--- src/rtl/uart_alu_pkg.sv ---
// Shared definitions for the UART ALU link: master FSM states, frame
// geometry and the opcode set understood by the ALU-side command decoder.
package uart_alu_pkg;

   localparam int DEFAULT_BUS_SIZE = 8;
   localparam int OPCODE_W         = DEFAULT_BUS_SIZE - 2;
   localparam int FRAME_LEN        = 3;   // A, B, OPCODE

   typedef enum logic [2:0] {
      ST_IDLE     = 3'd0,
      ST_FLUSH    = 3'd1,
      ST_SEND_A   = 3'd2,
      ST_SEND_B   = 3'd3,
      ST_SEND_OP  = 3'd4,
      ST_WAIT_RES = 3'd5
   } state_t;

   // Opcodes shared with the ALU-side decoder.
   localparam logic [OPCODE_W-1:0] OP_ADD = 6'h20;
   localparam logic [OPCODE_W-1:0] OP_SUB = 6'h22;
   localparam logic [OPCODE_W-1:0] OP_AND = 6'h24;
   localparam logic [OPCODE_W-1:0] OP_OR  = 6'h25;
   localparam logic [OPCODE_W-1:0] OP_XOR = 6'h26;
   localparam logic [OPCODE_W-1:0] OP_NOR = 6'h27;
   localparam logic [OPCODE_W-1:0] OP_SRA = 6'h03;
   localparam logic [OPCODE_W-1:0] OP_SRL = 6'h02;

endpackage

--- src/rtl/timeout_counter.sv ---
// Cycle counter bounding the result wait. Clear has priority over enable;
// tc is high while the count sits at TIMEOUT_CYCLES-1.
module timeout_counter #(
   parameter int TIMEOUT_CYCLES = 1_000_000,
   parameter int CNT_W          = $clog2(TIMEOUT_CYCLES)
) (
   input  logic clk,
   input  logic i_reset,
   input  logic clear,
   input  logic enable,
   output logic tc
);

   localparam logic [CNT_W-1:0] TC_VAL = CNT_W'(TIMEOUT_CYCLES - 1);

   logic [CNT_W-1:0] count;

   // Count register: synchronous active-low reset, clear beats enable.
   always_ff @(posedge clk) begin
      // NOTE: sequential state is always updated with <= so every register
      // samples pre-edge values, independent of block evaluation order.
      if (!i_reset)
         count <= '0;
      else if (clear)
         count <= '0;
      else if (enable)
         count <= count + CNT_W'(1);
   end

   assign tc = (count == TC_VAL);

endmodule

--- src/rtl/alu_cmd_master.sv ---
// Host-side initiator for the UART ALU link: flushes stale RX bytes, sends
// the A/B/OPCODE frame into the TX FIFO, then waits (bounded) for the result.
module alu_cmd_master
   import uart_alu_pkg::*;
#(
   parameter int BUS_SIZE       = 8,
   parameter int TIMEOUT_CYCLES = 1_000_000
) (
   input  logic                clk,
   input  logic                i_reset,
   input  logic                i_start,
   input  logic [BUS_SIZE-1:0] i_op_a,
   input  logic [BUS_SIZE-1:0] i_op_b,
   input  logic [BUS_SIZE-3:0] i_opcode,
   input  logic                i_tx_full,
   output logic                o_wr_uart,
   output logic [BUS_SIZE-1:0] o_w_data,
   input  logic                i_rx_empty,
   input  logic [BUS_SIZE-1:0] i_r_data,
   output logic                o_rd_uart,
   output logic                o_busy,
   output logic                o_done,
   output logic                o_timeout,
   output logic [BUS_SIZE-1:0] o_result
);

   localparam int OP_W = BUS_SIZE - 2;

   state_t              state, next_state;
   logic [BUS_SIZE-1:0] op_a, op_b;
   logic [OP_W-1:0]     opcode;
   logic                load_ops;
   logic                take_result;
   logic                fire_timeout;
   logic                cnt_clear, cnt_en, cnt_tc;

   timeout_counter #(
      .TIMEOUT_CYCLES (TIMEOUT_CYCLES)
   ) u_timeout (
      .clk     (clk),
      .i_reset (i_reset),
      .clear   (cnt_clear),
      .enable  (cnt_en),
      .tc      (cnt_tc)
   );

   // State register.
   always_ff @(posedge clk) begin
      if (!i_reset)
         state <= ST_IDLE;
      else
         state <= next_state;
   end

   // Next-state and FIFO strobe decode; strobes are suppressed while reset
   // is asserted so an abandoned frame never emits a write or pop.
   always_comb begin
      // NOTE: every output of this block gets a default first, so no path
      // leaves a signal unassigned and no latch is inferred.
      next_state   = state;
      o_wr_uart    = 1'b0;
      o_w_data     = '0;
      o_rd_uart    = 1'b0;
      load_ops     = 1'b0;
      take_result  = 1'b0;
      fire_timeout = 1'b0;
      cnt_clear    = 1'b1;
      cnt_en       = 1'b0;
      if (i_reset) begin
         case (state)
            ST_IDLE: begin
               if (i_start) begin
                  load_ops   = 1'b1;
                  next_state = ST_FLUSH;
               end
            end
            ST_FLUSH: begin
               if (!i_rx_empty)
                  o_rd_uart = 1'b1;        // stale byte, discarded
               else
                  next_state = ST_SEND_A;
            end
            ST_SEND_A: begin
               if (!i_tx_full) begin
                  o_wr_uart  = 1'b1;
                  o_w_data   = op_a;
                  next_state = ST_SEND_B;
               end
            end
            ST_SEND_B: begin
               if (!i_tx_full) begin
                  o_wr_uart  = 1'b1;
                  o_w_data   = op_b;
                  next_state = ST_SEND_OP;
               end
            end
            ST_SEND_OP: begin
               if (!i_tx_full) begin
                  o_wr_uart  = 1'b1;
                  o_w_data   = BUS_SIZE'(opcode);   // zero-extended
                  next_state = ST_WAIT_RES;
               end
            end
            ST_WAIT_RES: begin
               cnt_clear = 1'b0;
               if (!i_rx_empty) begin
                  // A byte on the terminal-count cycle still completes normally.
                  o_rd_uart   = 1'b1;
                  take_result = 1'b1;
                  next_state  = ST_IDLE;
               end else begin
                  cnt_en = 1'b1;
                  if (cnt_tc) begin
                     fire_timeout = 1'b1;
                     next_state   = ST_IDLE;
                  end
               end
            end
            default: next_state = ST_IDLE;
         endcase
      end
   end

   // Operand latches, captured only when a start is accepted in IDLE.
   always_ff @(posedge clk) begin
      // NOTE: these are plain registers, not a memory array, so they take the
      // reset and the frame after reset never carries stale operands.
      if (!i_reset) begin
         op_a   <= '0;
         op_b   <= '0;
         opcode <= '0;
      end else if (load_ops) begin
         op_a   <= i_op_a;
         op_b   <= i_op_b;
         opcode <= i_opcode;
      end
   end

   // Completion status: one-cycle done/timeout pulses and the held result.
   always_ff @(posedge clk) begin
      if (!i_reset) begin
         o_done    <= 1'b0;
         o_timeout <= 1'b0;
         o_result  <= '0;
      end else begin
         o_done    <= take_result | fire_timeout;
         o_timeout <= fire_timeout;
         if (take_result)
            o_result <= i_r_data;
      end
   end

   assign o_busy = (state != ST_IDLE);

endmodule

--- config.mk ---
export PLATFORM = sky130hd
export DESIGN_NAME = alu_cmd_master
export DESIGN_NICKNAME = d
export VERILOG_FILES = /design/src/rtl/uart_alu_pkg.sv /design/src/rtl/timeout_counter.sv /design/src/rtl/alu_cmd_master.sv
export SDC_FILE = /design/constraint.sdc
export NUM_CORES = 1
export LEC_CHECK = 0
export CORE_MARGIN = 10
export CORE_UTILIZATION = 51
export CTS_BUF_LIST = sky130_fd_sc_hd__clkbuf_4 sky130_fd_sc_hd__clkbuf_8
export DETAILED_ROUTE_END_ITERATION = 8
export GPL_ROUTABILITY_DRIVEN = 0
export PLACE_DENSITY = 0.78
export SLEW_MARGIN = 20
export SYNTH_ARGS = -nofsm -noshare
export SYNTH_HDL_FRONTEND = slang
export SYNTH_SLANG_ARGS = --single-unit
--- constraint.sdc ---
create_clock -name clk -period 2.7 [get_ports clk]
set_clock_uncertainty 0.2 [all_clocks]
set_input_delay 0.81 -clock clk [delete_from_list [all_inputs] [get_ports clk]]
set_output_delay 0.81 -clock clk [all_outputs]
set_load 0.005 [all_outputs]
# == Word level (Yosys, flattened, before mapping) ==
# Index checks and enable logic that the tools add are counted.
# op_classes
n_reduce_logical,6
bitwise_logic,2
n_eq_ne,12
addsub,1
muxes,33
# ops
op,count
$mux W8,3
$pmux W8 S3,1
$mux W3,7
$add A20 B1 Y20 const B,1
$eq A20 B20 Y1 const B,1
$mux W1,20
$pmux W3 S6,1
$ne A2 B2 Y1 const B,5
$eq A3 B2 Y1 const B,2
$eq A3 B3 Y1 const B,2
$mux W6,1
$reduce_and A6 Y1,1
$reduce_or A2 Y1,2
$eq A3 B1 Y1 const B,1
$logic_not A3 Y1,1
$ne A3 B3 Y1 const B,1
$reduce_bool A3 Y1,1
$reduce_or A3 Y1,1
$not A1 Y1,1
$or A1 B1 Y1,1
# totals
register_bits,55
elab_cells,62

# == Depth between registers and ports, before layout ==
# depth
ltp_word,6
mapped_depth,6
depth_no_buf,5

# == Hierarchy ==
# From an unflattened synthesis, not the netlist that was laid out.
# hier_totals
hier_cells,300
area_unflattened_um2,2656.3
# by_module_without_submodules
mod,area_per_inst_um2,seq_area_each_um2,cells_each,instances
alu_cmd_master,1719.1,700.7,192,1
timeout_counter,937.1,400.4,108,1

# == Worst setup path before layout ==
# No wires, ideal clock.
# synth_path
path_kind,in2out
start,input port i_reset
end,output port o_w_data[6]
path_stages,3
required_ns,1.690
path_slack_ns,0.140
arrival_time_ns,1.550
cell_sequence,clkbuf_1 -> nand3_1 -> nor3_1
# synth_via
elab_chain_cells,1
# synth_lines
element,line_no,text
"start, declared",alu_cmd_master.sv:10,"input logic i_reset,"
$mux W8,alu_cmd_master.sv:69,if (i_reset) begin
"end, declared",alu_cmd_master.sv:17,"output logic [BUS_SIZE-1:0] o_w_data,"
# No other way between the ends.

# == Worst setup path in the final report ==
# layout_path
start,input port i_tx_full
end,output port o_w_data[2]
# layout_via
elab_chain_cells,3
elab_cells_between_ends,5
# layout_lines
element,line_no,text
"start, declared",alu_cmd_master.sv:15,"input logic i_tx_full,"
"$mux W6, or another cell as far along",alu_cmd_master.sv:98,if (!i_tx_full) begin
$pmux W8 S3 *,alu_cmd_master.sv:70,case (state)
$mux W8 *,alu_cmd_master.sv:69,
# Every way passes the cells marked *; elsewhere a longest branch is shown, timed or not.

==> metrics <==
status finished, violations left; failing checks negative setup slack; n_diodes 0; cell area after layout 3260 sq um; first-pass GRT wire length between 10 and 15 mm; Tot Pwr 1.62 mW; via count 2,261; # rows 25; total of max-cap violations 0; Die Y 89.0 microns; PortBufs 55; cell area after synthesis 2430 sq um; Final Hold Vio Count 0; Crit Path Max Fanout 7; DRC 0; CTS tree yes; initial antenna violation count 0; Detail Placement HPWL ~4.5 mm; Min-Delay Path Depth 2; share of layout cells above drive strength 1 0.149; Synth Flop Type dfxtp_1; Seq/Total Area, Yosys 0.454; Max VDD drop 0.348 mV; DR pass1 iterations 4; Core Area 4660 sq um; Seq cells post-synth 55; Slew HR 0.765; H-tree depth 2; Startpoint Class primary input; clock sinks 55; setup violators final 1; Synthesized Nets 340; Initial Util 0.521; WHS 262 ps; kind of critical path in -> out; clock tree buffer depth 2; Leak Pwr between 1 and 1.5 nW; Cells after Synth a little over 300; Area Overhead vs Synth 34.5%; Clock Tree Root clkbuf_8; Worst Hold Class reg -> reg; Pwr Density 498 nW/um^2; die width 89.0 microns; post-layout util 0.700; max-slew violation count 0; worst path required time ~1700 ps; Total GRT Usage 0.163; total of warnings raised by yosys 0; fin nets 403; Inserted Clock Buffers 5; syn avg cell area 7.98 sq um; CP max stage delay 260 ps; worst-case reg-to-reg path depth 4; Clk pin slew, worst setup/hold paths ~100 ps; largest net degree at the start of global routing 24; ys async rst share 0; Die ar. 7920 sq um; DR iter-0 viols around 100; DR vias/cell 5.36; WL final 6.15 mm; I/O pin total 56; final worst-path cycle share 1.00; Routed Antenna Nets 0; Post-synth EDFFs 0; Slew @ Worst Pin roughly 350 ps; Avg WL per Cell 14.6 microns; Filler Cell Count approximately 400; Max Clk Rate 370 MHz; CP max-delay cell dlygate4sd2_1; min Tclk post-route 2710 ps; placed inst area about 3100 sq um; worst setup slack after layout -6.16 ps; library cells used by synthesis 42; Arr. time, crit path between 1500 and 2000 ps; RSZ-0062 raised after global routing yes; vias in the first global route 2,192; Congestion Overflow GR 0; crit path cell chain dlygate4sd2_1, inv_2, nand3_4, buf_6, nor2_2, clkdlybuf4s15_2; Setup WS pre-CTS -645 ps; Worst Setup End Kind primary output; clk_lat worst skew 310 ps
## routing by layer
layer | wire, microns | part of all wire | up-vias | global-route usage
li1 | - | - | 1177 | -
met1 | 2650 | 0.43 | 1031 | 0.192
met2 | 3060 | 0.50 | 42 | 0.273
met3 | 331 | 0.054 | 11 | 0.0492
met4 | 102 | 0.017 | 0 | 0.0592
met5 | 0 | 0 | - | 0
## placed cells by master, fill, tap and decap left out, types with 4 or more instances in the layout
master and n:
inv_1 5, a21oi_1 11, nand4_1 5, xnor2_1 4, xor2_1 7, a2bb2oi_1 5, a22oi_1 7, and3_1 4
nor2b_1 5, buf_2 4, dfxtp_1 53, o21ai_0 16, clkdlybuf4s50_1 42, clkbuf_8 5, clkbuf_2 4, nor2_1 17
nand2_1 68, buf_4 19, nand3_1 27, or3_1 6
## path summary, 6_finish.rpt
| check | to | start | slack [ps] |
|---|---|---|---|
| setup / recovery | o_w_data[2] | i_tx_full | -6 |
| hold / removal | op_b[0]$_SDFFE_PN0P_ | op_b[0]$_SDFFE_PN0P_ | 260 |
| setup reg to reg | u_timeout.count[18]$_SDFFE_PP0P_ | u_timeout.count[3]$_SDFFE_PP0P_ | 530 |
| hold reg to reg | op_b[0]$_SDFFE_PN0P_ | op_b[0]$_SDFFE_PN0P_ | 260 |
## final cells by class
type | instances | area (sq um) | share of cell area
well taps | 54 | 67.6 | 0.0207
repair buffers | 76 | 682 | 0.209
flip-flops and latches | 55 | 1100 | 0.338
clock buffers | 5 | 68.8 | 0.0211
clock inverters | 3 | 46.3 | 0.0142
multi-input cells | 223 | 1270 | 0.390
inverters | 6 | 22.5 | 0.00690
## critical path, delay by kind of cell
kind,cells,cell delay [ps]
buf+inv,4,710
simple gates,2,180
## timing repair
action / CTS / global route
pin swaps: 1 / 0
buffers inserted: 1 / 0
gates resized for setup: 38 / 12
setup endpoints to repair: 12 / 10
hold buffers: 0 / 0
## power by group
part | switching [mW] | internal, mW
Clock | 0.274 | 0.279
Sequential | 0.0205 | 0.846
Combinational | 0.0937 | 0.111
Total | 0.388 | 1.24
## cells by family (layout without fill, tap and decap cells)
group / count (synthesis) / after routing / share of synthesized area
fa+ha+maj: 1 / 1 / 0.00515
buf+inv: 26 / 90 / 0.0412
mux: 3 / 3 / 0.0124
simple gates: 160 / 160 / 0.323
xor+xnor: 11 / 11 / 0.0397
flops: 55 / 55 / 0.454
compound gates: 48 / 48 / 0.125
## through the flow
step	std cells	TNS [ps]
final	422	-6.16
after global routing	422	-157
after CTS	422	-1.74
after detailed placement	413	-7710
after global placement	413	-7630
after floorplan	304	0
## synthesized netlist by cell type (2+ instances only)
cell type,instances,area share
mux2i_1,3,0.012
nor2b_1,5,0.013
a22oi_1,7,0.022
o21ai_0,16,0.033
xor2_1,7,0.025
or3_1,6,0.015
buf_2,2,0.0041
and3_1,4,0.010
nand4_1,5,0.013
nand3_1,28,0.058
dfxtp_1,55,0.45
or3_2,2,0.0062
and3b_1,2,0.0072
nand2_1,68,0.11
nor2_1,20,0.031
buf_1,2,0.0031
a21oi_1,11,0.023
inv_1,6,0.0093
a2bb2oi_1,6,0.022
clkbuf_1,16,0.025
or4_1,3,0.0093
nor4_1,2,0.0052
nor3_1,6,0.012
xnor2_1,4,0.014
## state kept, by name, summed over array words and instances, names as in the netlist
| signal | cells |
|---|---|
| o_result | 8 |
| o_done | 1 |
| u_timeout.count | 20 |
| state | 3 |
| opcode | 6 |
| op_a | 8 |
| op_b | 8 |
| o_timeout | 1 |
(Power assumes the default switching activity.)
